===== src/rtl/fetch_queue.sv =====
// fetch_queue: instruction-fetch unit with a DEPTH-entry prefetch queue.
// Owns the PC, issues one-word reads when queue space is guaranteed, buffers
// returned {pc, insn} pairs and hands them to decode over valid/ready.
// Optional feature macro: FETCHQ_STALL_COUNT_EN adds a saturating 32-bit
// stall_count output counting cycles where decode waits on an empty queue.
module fetch_queue #(
  parameter int                    ADDR_WIDTH = 32,
  parameter int                    DATA_WIDTH = 32,
  parameter int                    DEPTH      = 4,
  parameter logic [ADDR_WIDTH-1:0] START_ADDR = 32'h8002_0000,
  parameter int                    PC_STEP    = 4
) (
  input  logic                         clock,
  input  logic                         reset_n,
  input  logic                         enable_fetch,
  input  logic                         redirect,
  input  logic [ADDR_WIDTH-1:0]        redirect_pc,
  output logic [ADDR_WIDTH-1:0]        mem_address,
  output logic                         mem_enable,
  output logic                         mem_rw,
  output logic [1:0]                   mem_access_size,
  input  logic                         mem_busy,
  input  logic [DATA_WIDTH-1:0]        mem_data_out,
  output logic [DATA_WIDTH-1:0]        insn,
  output logic [ADDR_WIDTH-1:0]        pc,
  output logic                         insn_valid,
  input  logic                         decode_ready,
  output logic [$clog2(DEPTH):0]       level,
  output logic                         full,
  output logic                         empty
`ifdef FETCHQ_STALL_COUNT_EN
  ,
  output logic [31:0]                  stall_count
`endif
);

  localparam int PW = $clog2(DEPTH);
  localparam int LW = PW + 1;

  typedef enum logic {
    IDLE,
    RUN
  } state_t;

  state_t                 state;
  state_t                 next_state;
  logic [ADDR_WIDTH-1:0]  pc_reg;
  logic                   inflight;
  logic [ADDR_WIDTH-1:0]  inflight_pc;
  logic [PW-1:0]          wr_ptr;
  logic [PW-1:0]          rd_ptr;
  logic [LW-1:0]          count;
  logic [DATA_WIDTH-1:0]  insn_mem [DEPTH];
  logic [ADDR_WIDTH-1:0]  pc_mem   [DEPTH];
  logic [LW:0]            reserved;
  logic                   issue;
  logic                   push;
  logic                   pop;
  logic                   head_valid;

  assign head_valid = (count != '0);

  // Next-state logic plus the issue/push/pop decisions; redirect blocks all three
  always_comb begin
    next_state = state;
    reserved   = {1'b0, count} + (LW+1)'(inflight);
    issue      = 1'b0;
    push       = 1'b0;
    pop        = 1'b0;
    case (state)
      IDLE: if (enable_fetch)  next_state = RUN;
      RUN:  if (!enable_fetch) next_state = IDLE;
      default: next_state = IDLE;
    endcase
    issue = (state == RUN) && enable_fetch && !mem_busy && !redirect &&
            (reserved < (LW+1)'(DEPTH));
    push  = inflight && !redirect;
    pop   = head_valid && decode_ready && !redirect;
  end

  // State register
  always_ff @(posedge clock or negedge reset_n) begin
    if (!reset_n) state <= IDLE;
    else          state <= next_state;
  end

  // PC and in-flight tracking; the slot reserved at issue is consumed next cycle
  always_ff @(posedge clock or negedge reset_n) begin
    if (!reset_n) begin
      pc_reg      <= START_ADDR;
      inflight    <= 1'b0;
      inflight_pc <= '0;
    end else if (redirect) begin
      pc_reg      <= redirect_pc;
      inflight    <= 1'b0;
    end else begin
      inflight <= issue;
      if (issue) begin
        pc_reg      <= pc_reg + ADDR_WIDTH'(PC_STEP);
        inflight_pc <= pc_reg;
      end
    end
  end

  // Queue pointers and occupancy; redirect empties the queue
  always_ff @(posedge clock or negedge reset_n) begin
    if (!reset_n) begin
      wr_ptr <= '0;
      rd_ptr <= '0;
      count  <= '0;
    end else if (redirect) begin
      wr_ptr <= '0;
      rd_ptr <= '0;
      count  <= '0;
    end else begin
      if (push) wr_ptr <= wr_ptr + PW'(1);
      if (pop)  rd_ptr <= rd_ptr + PW'(1);
      if (push && !pop)      count <= count + LW'(1);
      else if (pop && !push) count <= count - LW'(1);
    end
  end

  // Queue storage; contents are only observable through a valid head
  always_ff @(posedge clock) begin
    if (push) begin
      insn_mem[wr_ptr] <= mem_data_out;
      pc_mem[wr_ptr]   <= inflight_pc;
    end
  end

`ifdef FETCHQ_STALL_COUNT_EN
  // Saturating count of cycles where decode is ready but nothing is queued
  always_ff @(posedge clock or negedge reset_n) begin
    if (!reset_n) begin
      stall_count <= '0;
    end else if (decode_ready && !head_valid && (state == RUN) &&
                 (stall_count != 32'hFFFF_FFFF)) begin
      stall_count <= stall_count + 32'd1;
    end
  end
`endif

  assign mem_address     = pc_reg;
  assign mem_enable      = issue;
  assign mem_rw          = 1'b1;
  assign mem_access_size = 2'b00;
  assign insn_valid      = head_valid;
  assign insn            = head_valid ? insn_mem[rd_ptr] : '0;
  assign pc              = head_valid ? pc_mem[rd_ptr] : '0;
  assign level           = count;
  assign full            = (count == LW'(DEPTH));
  assign empty           = !head_valid;

endmodule

===== config.mk =====
export PLATFORM = sky130hd
export DESIGN_NAME = fetch_queue
export DESIGN_NICKNAME = d
export VERILOG_FILES = /design/src/rtl/fetch_queue.sv
export SDC_FILE = /design/constraint.sdc
export NUM_CORES = 1
export LEC_CHECK = 0
export ABC_AREA = 1
export CORE_ASPECT_RATIO = 0.9
export CORE_UTILIZATION = 35
export DETAILED_ROUTE_END_ITERATION = 16
export HOLD_SLACK_MARGIN = 0.15
export PLACE_DENSITY = 0.64
export SYNTH_ARGS = -nofsm -noshare
export SYNTH_HDL_FRONTEND = slang
export SYNTH_SLANG_ARGS = --single-unit

===== constraint.sdc =====
create_clock -name clock -period 11.43 [get_ports clock]
set_input_delay 3.429 -clock clock [delete_from_list [all_inputs] [get_ports clock]]
set_output_delay 3.429 -clock clock [all_outputs]
set_load 0.05 [all_outputs]

* Word-level counts from Yosys, hierarchy flattened *
Memories as Yosys holds them, arrays and structs flattened.
Index checks and enable logic that the tools add are counted.

word-level totals
  output and inout port bits = 106
  memories kept = 2
  register bits after elaboration = 73
  memory bits (writable) = 256
  logic and storage cells = 53

operators by class
  bitwise logic cells = 1
  mux-type cells = 15
  order comparisons = 1
  equal/unequal tests = 1
  add/subtract/negate cells = 6
  reductions and logical operators = 20

memories
  memory    depth  width  rd ports  clocked after memory_dff  wr ports  line  text
  insn_mem  4      32     1         0                         1         53    logic [DATA_WIDTH-1:0] insn_mem [DEPTH];
  pc_mem    4      32     1         0                         1         54    logic [ADDR_WIDTH-1:0] pc_mem [DEPTH];

operators with widths
  operator                 number
  $mux W32                 4
  $add A32 B3 Y32 const B  1
  $logic_and A1 B1 Y1      9
  $mux W3                  3
  $mux W2                  4
  $reduce_bool A2 Y1       3
  $reduce_bool A3 Y1       2
  $logic_not A1 Y1         5
  $add A2 B1 Y2 const B    2
  $add A3 B1 Y4            1
  $lt A4 B3 Y1 const B     1
  $mux W1                  4
  $add A3 B1 Y3 const B    1
  $eq A3 B3 Y1 const B     1
  $sub A3 B1 Y3 const B    1
  $reduce_and A2 Y1        1
  $not A1 Y1               1

* Logic depth before layout (Yosys ltp) *
  depth after elaboration = 7
  depth in mapped cells = 10

* Least setup slack after synthesis *
No wires, ideal clock.

  kind = input to output
  start = input port enable_fetch
  end = output port mem_enable
  path buffers = 1
  arrival time = 4.099 ns
  slack = 3.902 ns
  required time = 8.001 ns
  stages = 5
  cells stage by stage = nand2_1 -> nor2_1 -> nand3_2 -> inv_2 -> buf_2

between the ends
  word-level cells in the longest chain between the ends = 4

RTL lines
  item                               line  text
  from (decl)                        15    input logic enable_fetch,
  $logic_and A1 B1 Y1 (4 in series)  75    issue = (state == RUN) && enable_fetch && !mem_busy && !redirect &&
  to (decl)                          19    output logic mem_enable,

Every way passes these cells.

* Worst setup path in the final report *
  start = input port redirect
  end = output port mem_enable

between the ends
  word-level cells in the longest chain between the ends = 3

RTL lines
  item                               line  text
  from (decl)                        16    input logic redirect,
  $logic_not A1 Y1                   75
  $logic_and A1 B1 Y1 (2 in series)  75

Every way passes these cells.

==> metrics.txt <==
clk sink count 329; Max clock buf depth 3; Leakage 6.26 nW; DRT Pass-1 Iters 5; Via density 4.79; Mapped Area 13,900 um2; row count 68; minimum clock period 9130 ps; final hold viol count 0; TritonCTS Buffers 35; critical path's slowest cell clkdlybuf4s50_1; clk slew on worst S/H paths 60 ps; PD cells 219 nW/um2; H-tree levels 2; gpl congestion 0.827; Req. time, crit path 8000 ps; Ports 176; commonest non-fill, non-tap cell in the layout nor2_1; die width 212 um; Root Driver clkbuf_16; Syn Area/Cell 10.7 um2; CTS tree done; f_max 109 MHz; Pins Over Slew Limit 0; Post-CTS Hold Fix Bufs 0; share of layout cells above drive strength 1 0.0704; r2r setup slk 8800 ps; Peak VDD IR 0.000114 V; Die Ht 191 um; Post-Syn Instances 1,298; commonest non-fill, non-tap cells in the layout nor2_1, edfxtp_1, clkdlybuf4s50_1; wire per inst 17.0 um; Post-layout nets 1,527; Area growth syn-to-layout 23.4%; postcts setup bufs 0; setup TNS 0 ps; Initial Util 0.359; relative slew slack 0.300; Slew @ Worst Pin 1050 ps; first-pass GRT wire length 52.0 mm; Yosys reg bits 329; crit-path max FO 40; clk_skew 27.8 ps; Ys Warns 0; kind of critical path in2out; critical path launch point type input port; outcome completed; crit-path max cell delay 920 ps; via count 9,593; critical path's most frequent cell clkdlybuf4s50_1; post-route ant nets 0; max-cap check violation count 0; Final HPWL DP 20.0 mm; Min-Delay Path Class reg2reg; DRT Wirelength 34.0 mm; post-synthesis sequential area ratio 0.682; pin count of the biggest net entering global routing 108; crit path DAT 5700 ps; Overall Power 3.77 mW; Final Setup Violations 0; antenna violations before repair 0; DIE AREA 40,600 um2; CP cell instances clkdlybuf4s50_1 > buf_4 > nor2_2 > nand3_2 > inv_2 > clkdlybuf4s50_1; clock latency on the worst-skew pair 530 ps; # diodes 0; Tcrit/Tclk final 0.799; RSZ-0062 raised after global routing false; crit path capture type output pin; Port Buffers 172; Iter 0 DRT Violations 594; Unique masters post-synth 38; GRT Overall Usage 0.167; Residual DRC 0; Resize count post-CTS 0; vias in the first global route 9,213; hold slack 519 ps; GR Overflow Total 0; area of the core 38,800 um2
worst max-delay path: cells and delay by family:
family / cells / cell delay (ps)
AND/OR/NAND/NOR: 2 / 250
buffers and inverters: 4 / 1990
path summary, 6_finish.rpt:
kind / to / cells past startpoint / from
setup / recovery: mem_enable / 6 / redirect
hold / removal: pc_mem[2][14] / 0 / inflight_pc[14]
setup reg to reg: insn_mem[1][19] / 5 / inflight
hold reg to reg: pc_mem[2][14] / 0 / inflight_pc[14]
max in group asynchronous: rd_ptr[0] / 1 / reset_n
min in group asynchronous: mem_address[0] / 1 / reset_n
layer usage:
| layer | track usage | vias up | share of wire |
|---|---|---|---|
| met2 | 0.262 | 250 | 0.45 |
| met5 | 0 | - | 0 |
| met4 | 0.0487 | 0 | 0.022 |
| li1 | - | 4716 | - |
| met3 | 0.0278 | 47 | 0.053 |
| met1 | 0.238 | 4580 | 0.47 |
logic make-up (layout without fill, tap and decap cells):
logic type | Yosys count | in the layout | share of synthesized area
DFF | 329 | 329 | 0.682
buffers and inverters | 141 | 320 | 0.0449
AOI/OAI and AO/OA | 264 | 264 | 0.0983
and+or+nand+nor | 550 | 550 | 0.164
adders and majority gates | 6 | 6 | 0.00592
xor gates and xnor gates | 6 | 6 | 0.00377
other | 2 | 3 | 0.000539
where the power goes:
group	internal, mW	switching (mW)	total [mW]
registers	1.40	0.110	1.51
clock network	0.640	0.451	1.09
logic	0.340	0.829	1.17
metrics by stage:
step	util	worst slack [ps]	cell area, um2	instances
2_1_floorplan	-	3900	13900	1299
3_3_place_gp	0.415	2270	16100	1939
3_5_place_dp	0.415	2280	16100	1939
4_1_cts	0.443	2270	17200	2003
5_1_grt	0.443	2160	17200	2003
6_report	0.443	2300	17200	2003
cell type report:
| cell class | count | area, um2 |
|---|---|---|
| tap | 525 | 657 |
| fill | 3609 | 21600 |
| sequential | 329 | 9520 |
| multi-input combinational | 829 | 3840 |
| clock inverter | 18 | 151 |
| clock buffer | 46 | 960 |
| inverter | 73 | 275 |
| timing repair buffer | 183 | 1800 |
synthesized netlist by cell type, drive strengths merged:
master	instances	area [um2]
nor2	324	1300
edfxtp	256	7690
o21ai	180	901
nand2	172	676
inv	72	270
dfrtp	71	1780
a21oi	69	345
buf	51	289
nand3	45	258
clkbuf	17	63.8
o211ai	10	75.1
ha	5	62.6
nor3	4	25.0
o21bai	4	41.3
xor2	4	35.0
nand4	3	18.8
conb	2	7.51
dfstp	2	52.6
xnor2	2	17.5
and2	1	6.26
clkinv	1	3.75
fa	1	20.0
nand3b	1	7.51
o221ai	1	8.76
state kept, by name, indices dropped and copies added, names as in the netlist:
signal       flops
level            3
pc_mem         128
insn_mem       128
mem_address     32
inflight         1
inflight_pc     32
rd_ptr           2
wr_ptr           2
state            1
No activity file was read; power rests on OpenSTA's default activity.
